--- src/rtl/dm_arbiter_pkg.sv ---
// Shared definitions for the data-memory arbiter: FSM encoding, port indices
// and the width of the starvation counter.
package dm_arbiter_pkg;

  typedef enum logic [1:0] {
    ST_IDLE   = 2'd0,
    ST_ACCESS = 2'd1,
    ST_RESP   = 2'd2
  } state_e;

  localparam logic PORT_CPU = 1'b0;
  localparam logic PORT_DBG = 1'b1;

  // Wide enough for MAX_WAIT up to 15.
  localparam int WAIT_W = 4;

endpackage

--- src/rtl/dm_arbiter_if.sv ---
// Bundle of both requester ports plus the datamemory-side signals.
// The arbiter uses the slave view; requesters and memory use the master view.
interface dm_arbiter_if #(
  parameter int ADDR_W = 32,
  parameter int DATA_W = 32
);
  logic              p0_req;
  logic              p1_req;
  logic              p0_we;
  logic              p1_we;
  logic [ADDR_W-1:0] p0_addr;
  logic [ADDR_W-1:0] p1_addr;
  logic [DATA_W-1:0] p0_wdata;
  logic [DATA_W-1:0] p1_wdata;
  logic              p0_gnt;
  logic              p1_gnt;
  logic              p0_rvalid;
  logic              p1_rvalid;
  logic [DATA_W-1:0] rdata;
  logic [ADDR_W-1:0] mem_addr;
  logic [DATA_W-1:0] mem_din;
  logic              mem_we;
  logic [DATA_W-1:0] mem_dout;

  modport slave (
    input  p0_req, p1_req, p0_we, p1_we, p0_addr, p1_addr, p0_wdata, p1_wdata, mem_dout,
    output p0_gnt, p1_gnt, p0_rvalid, p1_rvalid, rdata, mem_addr, mem_din, mem_we
  );

  modport master (
    output p0_req, p1_req, p0_we, p1_we, p0_addr, p1_addr, p0_wdata, p1_wdata, mem_dout,
    input  p0_gnt, p1_gnt, p0_rvalid, p1_rvalid, rdata, mem_addr, mem_din, mem_we
  );
endinterface

--- src/rtl/dm_arbiter_arb_pick.sv ---
// Winner selection for the two ports: fixed priority with a starvation escape
// for port 1, or round-robin. Owns the last_owner and wait_cnt history.
module arb_pick
  import dm_arbiter_pkg::*;
#(
  parameter int RR_MODE  = 0,
  parameter int MAX_WAIT = 4
) (
  input  logic       clk,
  input  logic       reset_n,
  input  logic [1:0] req_i,
  input  logic       accept_i,
  output logic       winner_o
);

  localparam logic [WAIT_W-1:0] MAX_WAIT_C = WAIT_W'(MAX_WAIT);

  logic              last_owner_q, last_owner_d;
  logic [WAIT_W-1:0] wait_cnt_q, wait_cnt_d;

  always_comb begin
    winner_o     = PORT_CPU;
    last_owner_d = last_owner_q;
    wait_cnt_d   = wait_cnt_q;

    if (req_i[1] && !req_i[0]) begin
      winner_o = PORT_DBG;
    end else if (&req_i) begin
      winner_o = (RR_MODE != 0) ? ~last_owner_q : (wait_cnt_q == MAX_WAIT_C);
    end

    // History only moves when a grant is actually issued.
    if (accept_i && (|req_i)) begin
      last_owner_d = winner_o;
      if (winner_o == PORT_DBG) begin
        wait_cnt_d = '0;
      end else if (req_i[1] && (wait_cnt_q != MAX_WAIT_C)) begin
        wait_cnt_d = wait_cnt_q + WAIT_W'(1);
      end
    end
  end

  always_ff @(posedge clk or negedge reset_n) begin
    if (!reset_n) begin
      last_owner_q <= PORT_DBG;
      wait_cnt_q   <= '0;
    end else begin
      last_owner_q <= last_owner_d;
      wait_cnt_q   <= wait_cnt_d;
    end
  end

endmodule

--- src/rtl/dm_arbiter.sv ---
// Two-port arbiter in front of the data memory: grant, one registered access
// cycle, then a one-cycle response carrying the captured memory output.
module dm_arbiter
  import dm_arbiter_pkg::*;
#(
  parameter int ADDR_W   = 32,
  parameter int DATA_W   = 32,
  parameter int RR_MODE  = 0,
  parameter int MAX_WAIT = 4
) (
  input logic        clk,
  input logic        reset_n,
  dm_arbiter_if.slave bus
);

  state_e            state_q;
  logic              owner_q;
  logic [1:0]        rvalid_q;
  logic [DATA_W-1:0] rdata_q;
  logic [ADDR_W-1:0] mem_addr_q;
  logic [DATA_W-1:0] mem_din_q;
  logic              mem_we_q;

  logic [1:0] req;
  logic       accept;
  logic       winner;

  assign req    = {bus.p1_req, bus.p0_req};
  assign accept = (state_q != ST_ACCESS) && (|req);

  arb_pick #(
    .RR_MODE  (RR_MODE),
    .MAX_WAIT (MAX_WAIT)
  ) u_pick (
    .clk      (clk),
    .reset_n  (reset_n),
    .req_i    (req),
    .accept_i (accept),
    .winner_o (winner)
  );

  // Grants are masked while reset is held so every output reads 0 immediately.
  assign bus.p0_gnt    = reset_n && accept && (winner == PORT_CPU);
  assign bus.p1_gnt    = reset_n && accept && (winner == PORT_DBG);
  assign bus.p0_rvalid = rvalid_q[0];
  assign bus.p1_rvalid = rvalid_q[1];
  assign bus.rdata     = rdata_q;
  assign bus.mem_addr  = mem_addr_q;
  assign bus.mem_din   = mem_din_q;
  assign bus.mem_we    = mem_we_q;

  always_ff @(posedge clk or negedge reset_n) begin
    if (!reset_n) begin
      state_q    <= ST_IDLE;
      owner_q    <= PORT_CPU;
      rvalid_q   <= '0;
      rdata_q    <= '0;
      mem_addr_q <= '0;
      mem_din_q  <= '0;
      mem_we_q   <= 1'b0;
    end else begin
      case (state_q)
        ST_ACCESS: begin
          rdata_q  <= bus.mem_dout;
          rvalid_q <= (owner_q == PORT_DBG) ? 2'b10 : 2'b01;
          mem_we_q <= 1'b0;
          state_q  <= ST_RESP;
        end
        default: begin
          rvalid_q <= '0;
          if (accept) begin
            owner_q    <= winner;
            mem_addr_q <= (winner == PORT_DBG) ? bus.p1_addr : bus.p0_addr;
            mem_din_q  <= (winner == PORT_DBG) ? bus.p1_wdata : bus.p0_wdata;
            mem_we_q   <= (winner == PORT_DBG) ? bus.p1_we : bus.p0_we;
            state_q    <= ST_ACCESS;
          end else begin
            state_q    <= ST_IDLE;
          end
        end
      endcase
    end
  end

endmodule

--- src/flat_wrapper.sv ---
// flat-port wrapper written by rule: the top's interface ports become plain ports
module dm_arbiter_flat import dm_arbiter_pkg::*;
#(
  parameter int ADDR_W   = 32,
  parameter int DATA_W   = 32,
  parameter int RR_MODE  = 0,
  parameter int MAX_WAIT = 4
)
  (clk, reset_n, bus_p0_req, bus_p1_req, bus_p0_we, bus_p1_we, bus_p0_addr, bus_p1_addr, bus_p0_wdata, bus_p1_wdata, bus_mem_dout, bus_p0_gnt, bus_p1_gnt, bus_p0_rvalid, bus_p1_rvalid, bus_rdata, bus_mem_addr, bus_mem_din, bus_mem_we);
  dm_arbiter_if #(.ADDR_W(ADDR_W), .DATA_W(DATA_W)) bus_i ();
  input logic clk;
  input logic reset_n;
  input wire logic [$bits(bus_i.p0_req)-1:0] bus_p0_req;
  input wire logic [$bits(bus_i.p1_req)-1:0] bus_p1_req;
  input wire logic [$bits(bus_i.p0_we)-1:0] bus_p0_we;
  input wire logic [$bits(bus_i.p1_we)-1:0] bus_p1_we;
  input wire logic [$bits(bus_i.p0_addr)-1:0] bus_p0_addr;
  input wire logic [$bits(bus_i.p1_addr)-1:0] bus_p1_addr;
  input wire logic [$bits(bus_i.p0_wdata)-1:0] bus_p0_wdata;
  input wire logic [$bits(bus_i.p1_wdata)-1:0] bus_p1_wdata;
  input wire logic [$bits(bus_i.mem_dout)-1:0] bus_mem_dout;
  output wire logic [$bits(bus_i.p0_gnt)-1:0] bus_p0_gnt;
  output wire logic [$bits(bus_i.p1_gnt)-1:0] bus_p1_gnt;
  output wire logic [$bits(bus_i.p0_rvalid)-1:0] bus_p0_rvalid;
  output wire logic [$bits(bus_i.p1_rvalid)-1:0] bus_p1_rvalid;
  output wire logic [$bits(bus_i.rdata)-1:0] bus_rdata;
  output wire logic [$bits(bus_i.mem_addr)-1:0] bus_mem_addr;
  output wire logic [$bits(bus_i.mem_din)-1:0] bus_mem_din;
  output wire logic [$bits(bus_i.mem_we)-1:0] bus_mem_we;
  assign bus_i.p0_req = bus_p0_req;
  assign bus_i.p1_req = bus_p1_req;
  assign bus_i.p0_we = bus_p0_we;
  assign bus_i.p1_we = bus_p1_we;
  assign bus_i.p0_addr = bus_p0_addr;
  assign bus_i.p1_addr = bus_p1_addr;
  assign bus_i.p0_wdata = bus_p0_wdata;
  assign bus_i.p1_wdata = bus_p1_wdata;
  assign bus_i.mem_dout = bus_mem_dout;
  assign bus_p0_gnt = bus_i.p0_gnt;
  assign bus_p1_gnt = bus_i.p1_gnt;
  assign bus_p0_rvalid = bus_i.p0_rvalid;
  assign bus_p1_rvalid = bus_i.p1_rvalid;
  assign bus_rdata = bus_i.rdata;
  assign bus_mem_addr = bus_i.mem_addr;
  assign bus_mem_din = bus_i.mem_din;
  assign bus_mem_we = bus_i.mem_we;
  dm_arbiter #(.ADDR_W(ADDR_W), .DATA_W(DATA_W), .RR_MODE(RR_MODE), .MAX_WAIT(MAX_WAIT)) u_core (.clk(clk), .reset_n(reset_n), .bus(bus_i));
endmodule
--- config.mk ---
export PLATFORM = sky130hd
export DESIGN_NAME = dm_arbiter_flat
export DESIGN_NICKNAME = d
export VERILOG_FILES = /design/src/rtl/dm_arbiter_pkg.sv /design/src/rtl/dm_arbiter_if.sv /design/src/rtl/dm_arbiter_arb_pick.sv /design/src/rtl/dm_arbiter.sv /design/src/flat_wrapper.sv
export SDC_FILE = /design/constraint.sdc
export NUM_CORES = 1
export LEC_CHECK = 0
export CAP_MARGIN = 15
export CORE_ASPECT_RATIO = 2
export CORE_MARGIN = 2
export CORE_UTILIZATION = 42
export DETAILED_ROUTE_END_ITERATION = 7
export PLACE_DENSITY = 0.92
export SLEW_MARGIN = 25
export SYNTH_ARGS = -nofsm -noshare
export SYNTH_HDL_FRONTEND = slang
export SYNTH_HIERARCHICAL = 1
export SYNTH_SLANG_ARGS = --single-unit
--- constraint.sdc ---
create_clock -name clk -period 4.4 [get_ports clk]
set_input_delay 0.44 -clock clk [delete_from_list [all_inputs] [get_ports clk]]
set_output_delay 0.44 -clock clk [all_outputs]
set_load 0.005 [all_outputs]
==> results of run 1 <==
-- metrics by stage --
step / util / cells / hold slack, ns / worst slack, ns
after floorplan: - / 467 / 0.144 / 2.45
after global placement: 0.662 / 844 / 0.435 / 1.30
after detailed placement: 0.664 / 845 / 0.446 / 1.18
after CTS: 0.691 / 861 / 0.0966 / 1.15
after global routing: 0.691 / 861 / 0.125 / 1.01
final: 0.691 / 861 / 0.0873 / 1.13
-- worst max-delay path, stage by stage --
cell and delay (ns):
clkdlybuf4s50_1 0.63, o21ai_4 0.73, inv_1 0.29, and3_1 0.27, clkdlybuf4s50_1 0.46
-- report_power, final --
part / total (mW) / internal [mW] / switching [mW] / leakage [nW]
sequential: 1.68 / 1.43 / 0.245 / 1.29
combinational: 2.11 / 1.16 / 0.947 / 1.86
clock: 0.785 / 0.436 / 0.349 / 0.150
total: 4.57 / 3.03 / 1.54 / 3.30
-- layout make-up --
| type | instances | area, um2 |
|---|---|---|
| multi-input cells | 321 | 1880 |
| well taps | 142 | 178 |
| clock buffers | 12 | 267 |
| fillers | 848 | 3470 |
| inverters | 4 | 15.0 |
| repair buffers | 272 | 2730 |
| clock inverters | 4 | 31.3 |
| flip-flops and latches | 106 | 2650 |
-- registers in the layout (all words and copies together), names as in the netlist --
signal                    flops
u_core/state_q                2
u_core/bus.mem_din           32
u_core/bus.mem_we             1
u_core/owner_q                1
u_core/bus.rdata             32
u_core/u_pick/wait_cnt_q      4
u_core/bus.mem_addr          32
u_core/rvalid_q               2
-- logic make-up after synthesis --
family | count (synthesis) | share of synthesized area
AO/OA/AOI/OAI | 138 | 0.149
AND/OR/NAND/NOR | 116 | 0.0995
flip-flops | 106 | 0.555
multiplexers | 65 | 0.137
buffers and inverters | 40 | 0.0542
adder cells (fa/ha/maj) | 2 | 0.00524
-- synth_stat cells, drive strengths merged (2+ instances only) --
cell / count / area [um2]
o21ai: 133 / 673
dfrtp: 106 / 2650
nand2: 100 / 375
mux2i: 64 / 641
clkbuf: 19 / 91.3
buf: 17 / 153
inv: 4 / 15.0
nand3: 3 / 15.0
and2: 2 / 12.5
ha: 2 / 25.0
nand2b: 2 / 12.5
nor2: 2 / 7.51
nor3: 2 / 10.0
-- per-layer routing --
layer / share of wire / vias to the layer above
met5: 0 / -
met1: 0.35 / 2160
met2: 0.54 / 222
met4: 0.037 / 0
li1: - / 2091
met3: 0.067 / 37
-- how the worst max path moves through the flow --
| stage | endpoint | from | cells after the start |
|---|---|---|---|
| 3_5_place_dp | bus_p1_gnt | bus_p1_req | 5 |
| 4_1_cts | bus_p1_gnt | bus_p1_req | 5 |
| 3_3_place_gp | bus_p1_gnt | bus_p1_req | 5 |
| 6_report | bus_p1_gnt | bus_p1_req | 5 |
| 2_1_floorplan | bus_p1_gnt | u_core/u_pick/wait_cnt_q[0] | 9 |
| 5_1_grt | bus_p1_gnt | bus_p1_req | 5 |
==> impl_metrics.csv, run 1 <==
group,metric,value,unit
logic_synthesis,postSynthAreaPerCell,10.2,um2
setup_path,crit-reg2reg-launch,"u_core/u_pick/wait_cnt_q[0]",
global_route,use_met1,0.252,
power,power,4.57,mW
logic_synthesis,syn_area,4780,um2
die,core,11200,um2
die,rows,55,
min_path,hold_class,"input pin to asynchronous set/reset pin",
global_route,use_met3,0.0508,
placed_design,placed_cell_area,7450,um2
clocking,clk_latency,0.33,ns
routing,wl_per_cell,17.0,um
sta,fin_tns_setup,0,ns
logic_synthesis,async_flop_share,1.00,
cells_and_area,syn2layout_area_growth,62.3,%
logic_synthesis,yosysSeqAreaShare,0.555,
die,floorplan.die.height,155,um
clocking,cts_sinks,106,
sta,min_period_over_period,0.743,
global_route,grt_max_degree,66,
die,die-area,12300,um2
setup_path,rr_worst_depth,8,
power,p_leak,3.30,nW
clocking,clkTransAtPathRegs,0.07,ns
cells_and_area,final_area,7750,um2
logic_synthesis,synth.distinct_cells,32,
logic_synthesis,synth-warning-count,6,
routing,first_pass_iters,4,
clocking,cts_setup_buffers,0,
clocking,cts_made_buffers,9,
setup_path,r2r-end,"u_core/bus.mem_din[8]",
sta,worst_pin_slew,0.947,ns
clocking,ctsResizeCount,0,
logic_synthesis,synth_cells,467,
setup_path,crit_type,"input pin to output port",
cells_and_area,drive_gt1_frac,0.0417,
sta,final_max_slew_viol_count,0,
global_route,grt-busiest-layer,"met2",
logic_synthesis,syn-num-nets,635,
setup_path,crit_required,3.96,ns
routing,wl,14.7,mm
clocking,htreeDepth,3,
cells_and_area,layout_commonest_cell,"clkdlybuf4s50_1",
routing,drt_iter0_drc,272,
logic_synthesis,synth_seq_cells,106,
clocking,cts_root_buf,"clkbuf_16",
power,peakVddDrop,0.298,mV
global_route,grt_pass1_wl,22.6,mm
setup_path,worstSetupEndpointType,"output port",
routing,drcViolationCount,0,
clocking,cts_buffer_depth,2,
sta,skew,0.00987,ns
sta,finalSetupViolCount,0,
placed_design,gp_congestion,0.769,
setup_path,arrival,2.83,ns
clocking,cts.hold.buffers_added,0,
routing,vias,4510,
setup_path,r2r_slack,1.77,ns
routing,vias_per_cell,5.24,
logic_synthesis,ys.flop_type,"dfrtp_1",
cells_and_area,diodes,0,
sta,period_needed,3.27,ns
cells_and_area,nNetsFinal,882,
global_route,grt_pass1_vias,4656,
setup_path,start_kind,"input pin",
placed_design,port_buffers,266,
global_route,use_met2,0.432,
sta,slew_headroom,0.368,
routing,drtAntennaViolNets,0,
cells_and_area,layout_common_cells,"clkdlybuf4s50_1 (265), o21ai_0 (109), dfrtp_1 (106)",
setup_path,cp_max_fo,30,
sta,clock.fmax,0.306,GHz
sta,rsz0062_at_grt,"false",
die,io_pins,267,
placed_design,hpwl,11.1,mm
power,power_density,590,nW/um2
sta,hold_violations,0,
logic_synthesis,synth_edf_count,0,
global_route,grtUsageTotal,0.236,
run,cap_violations,0,
global_route,gr-total-overflow,0,
die,start_util,0.426,
run_status,status,"finished, final reports clean",
clocking,cts_tree,"built",
die,dieWidth,79.4,um
global_route,antenna_found_initial,0,
Power figures use the tool's default switching activity.
==> inputs of run 2 (changes only) <==
--- a/config.mk
+++ b/config.mk
@@ -8,9 +8,9 @@
 export CAP_MARGIN = 15
 export CORE_ASPECT_RATIO = 2
 export CORE_MARGIN = 2
-export CORE_UTILIZATION = 42
+export CORE_UTILIZATION = 35
 export DETAILED_ROUTE_END_ITERATION = 7
-export PLACE_DENSITY = 0.92
+export PLACE_DENSITY = 0.82
 export SLEW_MARGIN = 25
 export SYNTH_ARGS = -nofsm -noshare
 export SYNTH_HDL_FRONTEND = slang
==> constraint.sdc (replaced) <==
create_clock -name clk -period 3 [get_ports clk]
set_input_delay 0.3 -clock clk [delete_from_list [all_inputs] [get_ports clk]]
set_output_delay 0.3 -clock clk [all_outputs]
set_load 0.005 [all_outputs]
==> impl_metrics.csv, run 2 (synthesis gave the netlist of run 1 again) <==
group,metric,value,unit
setup_path,slowest_stage,"clkdlybuf4s50_1",
die,die-area,14700,um2
die,core,13400,um2
sta,rsz0062_at_grt,"false",
sta,hold_violations,0,
setup_path,arrival,2.31,ns
routing,drcViolationCount,0,
placed_design,hpwl,11.0,mm
routing,drt_iter0_drc,178,
cells_and_area,drive_gt1_frac,0.0417,
sta,skew,0.00891,ns
routing,vias,4453,
clocking,cts_sinks,106,
min_path,hold_class,"flip-flop to flip-flop",
clocking,ctsResizeCount,0,
cells_and_area,syn2layout_area_growth,63.3,%
placed_design,gp_congestion,0.807,
power,p_leak,3.31,nW
cells_and_area,fill_cells,1147,
sta,finalSetupViolCount,0,
run_status,status,"finished, final reports clean",
placed_design,placed_cell_area,7490,um2
die,io_pins,267,
clocking,cts_tree,"built",
global_route,grt_pass1_wl,22.8,mm
clocking,cts_root_buf,"clkbuf_16",
sta,worst_pin_slew,0.908,ns
clocking,htreeDepth,3,
die,rows,60,
routing,wl,14.6,mm
setup_path,slowest_delay,0.50,ns
clocking,cts_setup_buffers,0,
setup_path,cp.buffers_inverters,2,
die,start_util,0.357,
power,power_density,865,nW/um2
clocking,cts_buffer_depth,2,
global_route,antenna_found_initial,1,
sta,fin_tns_setup,0,ns
run,cap_violations,0,
global_route,grt_pass1_vias,4721,
cells_and_area,nNetsFinal,883,
setup_path,worstSetupEndpointType,"output port",
cells_and_area,layout_common_cells,"clkdlybuf4s50_1 (265), o21ai_0 (109), dfrtp_1 (106)",
sta,period_needed,2.61,ns
setup_path,cp_max_fo,9,
setup_path,start_kind,"flip-flop",
routing,vias_per_cell,5.08,
sta,min_period_over_period,0.869,
global_route,grt_max_degree,74,
sta,final_max_slew_viol_count,0,
setup_path,crit_type,"flip-flop to output port",
global_route,gr-total-overflow,0,
routing,wl_per_cell,16.7,um
die,floorplan.die.height,169,um
clocking,clkTransAtPathRegs,0.07,ns
cells_and_area,final_area,7800,um2
die,dieWidth,86.6,um
sta,clock.fmax,0.384,GHz
routing,first_pass_iters,4,
setup_path,crit_required,2.70,ns
power,peakVddDrop,0.496,mV
placed_design,port_buffers,266,
routing,drtAntennaViolNets,0,
clocking,clk_latency,0.34,ns
sta,slew_headroom,0.394,
global_route,grtUsageTotal,0.199,
clocking,cts_made_buffers,9,
setup_path,critical_path.top_delay_family,"buffers and inverters",
setup_path,crit_chain,"inv_1 > ha_1 > nand2_1 > o21ai_2 > and2_4 > and3_1 > clkdlybuf4s50_1",
cells_and_area,layout_commonest_cell,"clkdlybuf4s50_1",
[run 2: repair_timing]
item | CTS | global route
endpoints found under the setup margin | 0 | 0
endpoints found under the hold margin | 33 | 0
hold buffers | 1 | 0
[run 2: layer usage]
| metal | wire, um | part of all wire | vias to the layer above | track usage |
|---|---|---|---|---|
| met4 | 453 | 0.031 | 0 | 0.0768 |
| met1 | 5220 | 0.36 | 2121 | 0.207 |
| li1 | - | - | 2093 | - |
| met5 | 0 | 0 | - | 0 |
| met2 | 8110 | 0.55 | 206 | 0.376 |
| met3 | 839 | 0.057 | 33 | 0.0413 |
[run 2: area by class of cell]
type	instances	area, um2	area share
clock inverter	4	31.3	0.00401
clock buffer	12	267	0.0342
tap	155	194	0.0249
antenna	2	5.00	0.000642
sequential	106	2650	0.340
multi-input combinational	321	1880	0.241
inverter	4	15.0	0.00192
timing repair buffer	273	2750	0.353
[run 2: power breakdown]
part	internal [mW]	total, mW	switching [mW]	leakage (nW)
clock network	0.640	1.17	0.528	0.150
registers	2.10	2.46	0.359	1.29
logic	1.73	3.11	1.38	1.86
total	4.47	6.75	2.27	3.31
[run 2: final timing paths]
kind | start | endpoint | slack [ns] | cells past startpoint
setup / recovery | u_core/u_pick/wait_cnt_q[0] | bus_p1_gnt | 0.39 | 7
hold / removal | u_core/owner_q | u_core/rvalid_q[0] | 0.46 | 1
hold reg to reg | u_core/owner_q | u_core/rvalid_q[0] | 0.46 | 1
min in group asynchronous | reset_n | u_core/bus.rdata[30] | 0.47 | 2
setup reg to reg | u_core/u_pick/wait_cnt_q[0] | u_core/bus.mem_we | 0.71 | 9
max in group asynchronous | reset_n | u_core/bus.mem_we | 1.27 | 3
[run 2: stage by stage]
step           total power, mW  std cells   util  setup slack (ns)  hold WS (ns)
3_5_place_dp              5.62        858  0.560             0.572         0.297
4_1_cts                   6.82        875  0.583             0.372         0.463
5_1_grt                   7.22        877  0.584             0.283         0.470
3_3_place_gp              5.46        858  0.560             0.621         0.284
6_report                  6.75        877  0.584             0.394         0.459
2_1_floorplan             3.75        467      -              1.19       0.00441
==> inputs of run 3 (changes only) <==
--- a/config.mk
+++ b/config.mk
@@ -8,9 +8,10 @@
 export CAP_MARGIN = 15
 export CORE_ASPECT_RATIO = 2
 export CORE_MARGIN = 2
-export CORE_UTILIZATION = 35
+export CORE_UTILIZATION = 36
+export CTS_BUF_LIST = sky130_fd_sc_hd__clkbuf_8
 export DETAILED_ROUTE_END_ITERATION = 7
-export PLACE_DENSITY = 0.82
+export PLACE_DENSITY = 0.84
 export SLEW_MARGIN = 25
 export SYNTH_ARGS = -nofsm -noshare
 export SYNTH_HDL_FRONTEND = slang
==> impl_metrics.csv, run 3 (synthesis gave the netlist of run 1 again) <==
group,metric,value,unit
die,start_util,0.368,
setup_path,crit_chain,"inv_1 > ha_1 > nand2_1 > o21ai_2 > and2_4 > and3_1 > clkdlybuf4s50_1",
power,seqPwrFrac,0.381,
sta,worst_pin_slew,0.948,ns
global_route,antenna_found_initial,0,
die,dieWidth,85.5,um
routing,drtAntennaViolNets,0,
sta,rsz0062_at_grt,"false",
routing,vias_per_cell,5.17,
cells_and_area,layout_commonest_cell,"clkdlybuf4s50_1",
sta,slew_headroom,0.368,
routing,drcViolationCount,0,
cells_and_area,nNetsFinal,885,
cells_and_area,syn2layout_area_growth,61.2,%
setup_path,crit-reg2reg-launch,"u_core/u_pick/wait_cnt_q[0]",
die,floorplan.die.height,167,um
setup_path,rr_worst_depth,8,
setup_path,start_kind,"flip-flop",
power,power_density,838,nW/um2
routing,wl,15.3,mm
power,p_sw,2.23,mW
setup_path,crit_type,"flip-flop to output port",
clocking,clk_latency,0.36,ns
setup_path,slowest_delay,0.50,ns
clocking,htreeDepth,3,
run,cap_violations,0,
cells_and_area,drive_gt1_frac,0.0429,
die,die-area,14300,um2
sta,fin_tns_setup,0,ns
power,p_leak,3.27,nW
sta,skew,0.0133,ns
setup_path,arrival,2.33,ns
clocking,cts_tree,"built",
setup_path,r2r_slack,0.72,ns
run_status,status,"finished, final reports clean",
sta,min_period_over_period,0.875,
setup_path,crit_required,2.70,ns
global_route,grtUsageTotal,0.214,
routing,wl_per_cell,17.5,um
placed_design,placed_cell_area,7490,um2
sta,clock.fmax,0.381,GHz
placed_design,hpwl,11.6,mm
cells_and_area,layout_common_cells,"clkdlybuf4s50_1 (265), o21ai_0 (109), dfrtp_1 (106)",
global_route,grt_max_degree,65,
die,rows,59,
setup_path,r2r-end,"u_core/bus.mem_din[10]",
global_route,gr-total-overflow,0,
min_path,hold_class,"input pin to asynchronous set/reset pin",
clocking,cts_sinks,106,
power,netSwitchingFraction,0.345,
clocking,clkTransAtPathRegs,0.09,ns
placed_design,port_buffers,266,
clocking,cts_root_buf,"clkbuf_8",
routing,first_pass_iters,6,
sta,finalSetupViolCount,0,
power,power,6.46,mW
cells_and_area,diodes,0,
clocking,cts_buffer_depth,2,
power,power.share.combinational,0.480,
cells_and_area,fin_util,0.593,
die,core,13000,um2
setup_path,slowest_stage,"clkdlybuf4s50_1",
routing,vias,4518,
routing,drt_iter0_drc,209,
setup_path,worstSetupEndpointType,"output port",
sta,period_needed,2.63,ns
clocking,cts_setup_buffers,0,
die,io_pins,267,
power,peakVddDrop,0.614,mV
power,p_int,4.23,mW
sta,final_max_slew_viol_count,0,
clocking,ctsResizeCount,0,
power,clkPwrFrac,0.139,
cells_and_area,final_area,7700,um2
setup_path,cp_max_fo,6,
sta,fin_hold_ws,0.288,ns
placed_design,gp_congestion,0.793,
clocking,cts_made_buffers,9,
global_route,grt_pass1_wl,24.2,mm
global_route,grt_pass1_vias,4843,
sta,hold_violations,0,
run 3: final cells by class:
class                      count  area [um2]
clock buffer                  10         138
clock inverter                 6        65.1
fill                        1128        5290
inverter                       4        15.0
multi-input combinational    321        1880
sequential                   106        2650
tap                          152         190
timing repair buffer         275        2760
run 3: timing repair:
action                                  CTS  global route
hold buffers                              1             0
endpoints found under the setup margin    0             0
endpoints found under the hold margin     1             0
run 3: metrics by stage:
step	setup slack [ns]	std cells
after global placement	0.687	857
after floorplan	1.19	467
after global routing	0.277	874
after detailed placement	0.620	857
after CTS	0.402	874
final	0.375	874
run 3: worst max-delay path by stage:
stage | start | end | slack [ns]
global route | u_core/u_pick/wait_cnt_q[0] | bus_p1_gnt | 0.28
floorplan | u_core/u_pick/wait_cnt_q[0] | bus_p1_gnt | 1.19
CTS | u_core/u_pick/wait_cnt_q[0] | bus_p1_gnt | 0.40
finish | u_core/u_pick/wait_cnt_q[0] | bus_p1_gnt | 0.37
global placement | bus_p0_req | bus_p0_gnt | 0.69
detailed placement | bus_p1_req | bus_p1_gnt | 0.62
run 3: metal layers:
| metal | share of wire | global-route usage | vias to the layer above |
|---|---|---|---|
| met5 | 0 | 0 | - |
| met4 | 0.046 | 0.111 | 0 |
| met3 | 0.069 | 0.0545 | 51 |
| met2 | 0.55 | 0.394 | 241 |
| met1 | 0.34 | 0.214 | 2129 |
| li1 | - | - | 2097 |
run 3: power groups by stage:
stage               registers [mW]  clock network, mW  logic, mW
finish                        2.46              0.896       3.10
global placement              2.45                  0       2.99
global route                  2.54              0.987       3.40
detailed placement            2.48                  0       3.12
CTS                           2.46              0.934       3.13
floorplan                     2.50                  0       1.25
run 3: worst max-delay path: cells and delay by family, from the launching register on:
family / cells / cell delay [ns]
buffers and inverters: 2 / 0.62
adders and majority gates: 1 / 0.16
and+or+nand+nor: 3 / 0.54
DFF: 1 / 0.44
AOI/OAI and AO/OA: 1 / 0.22
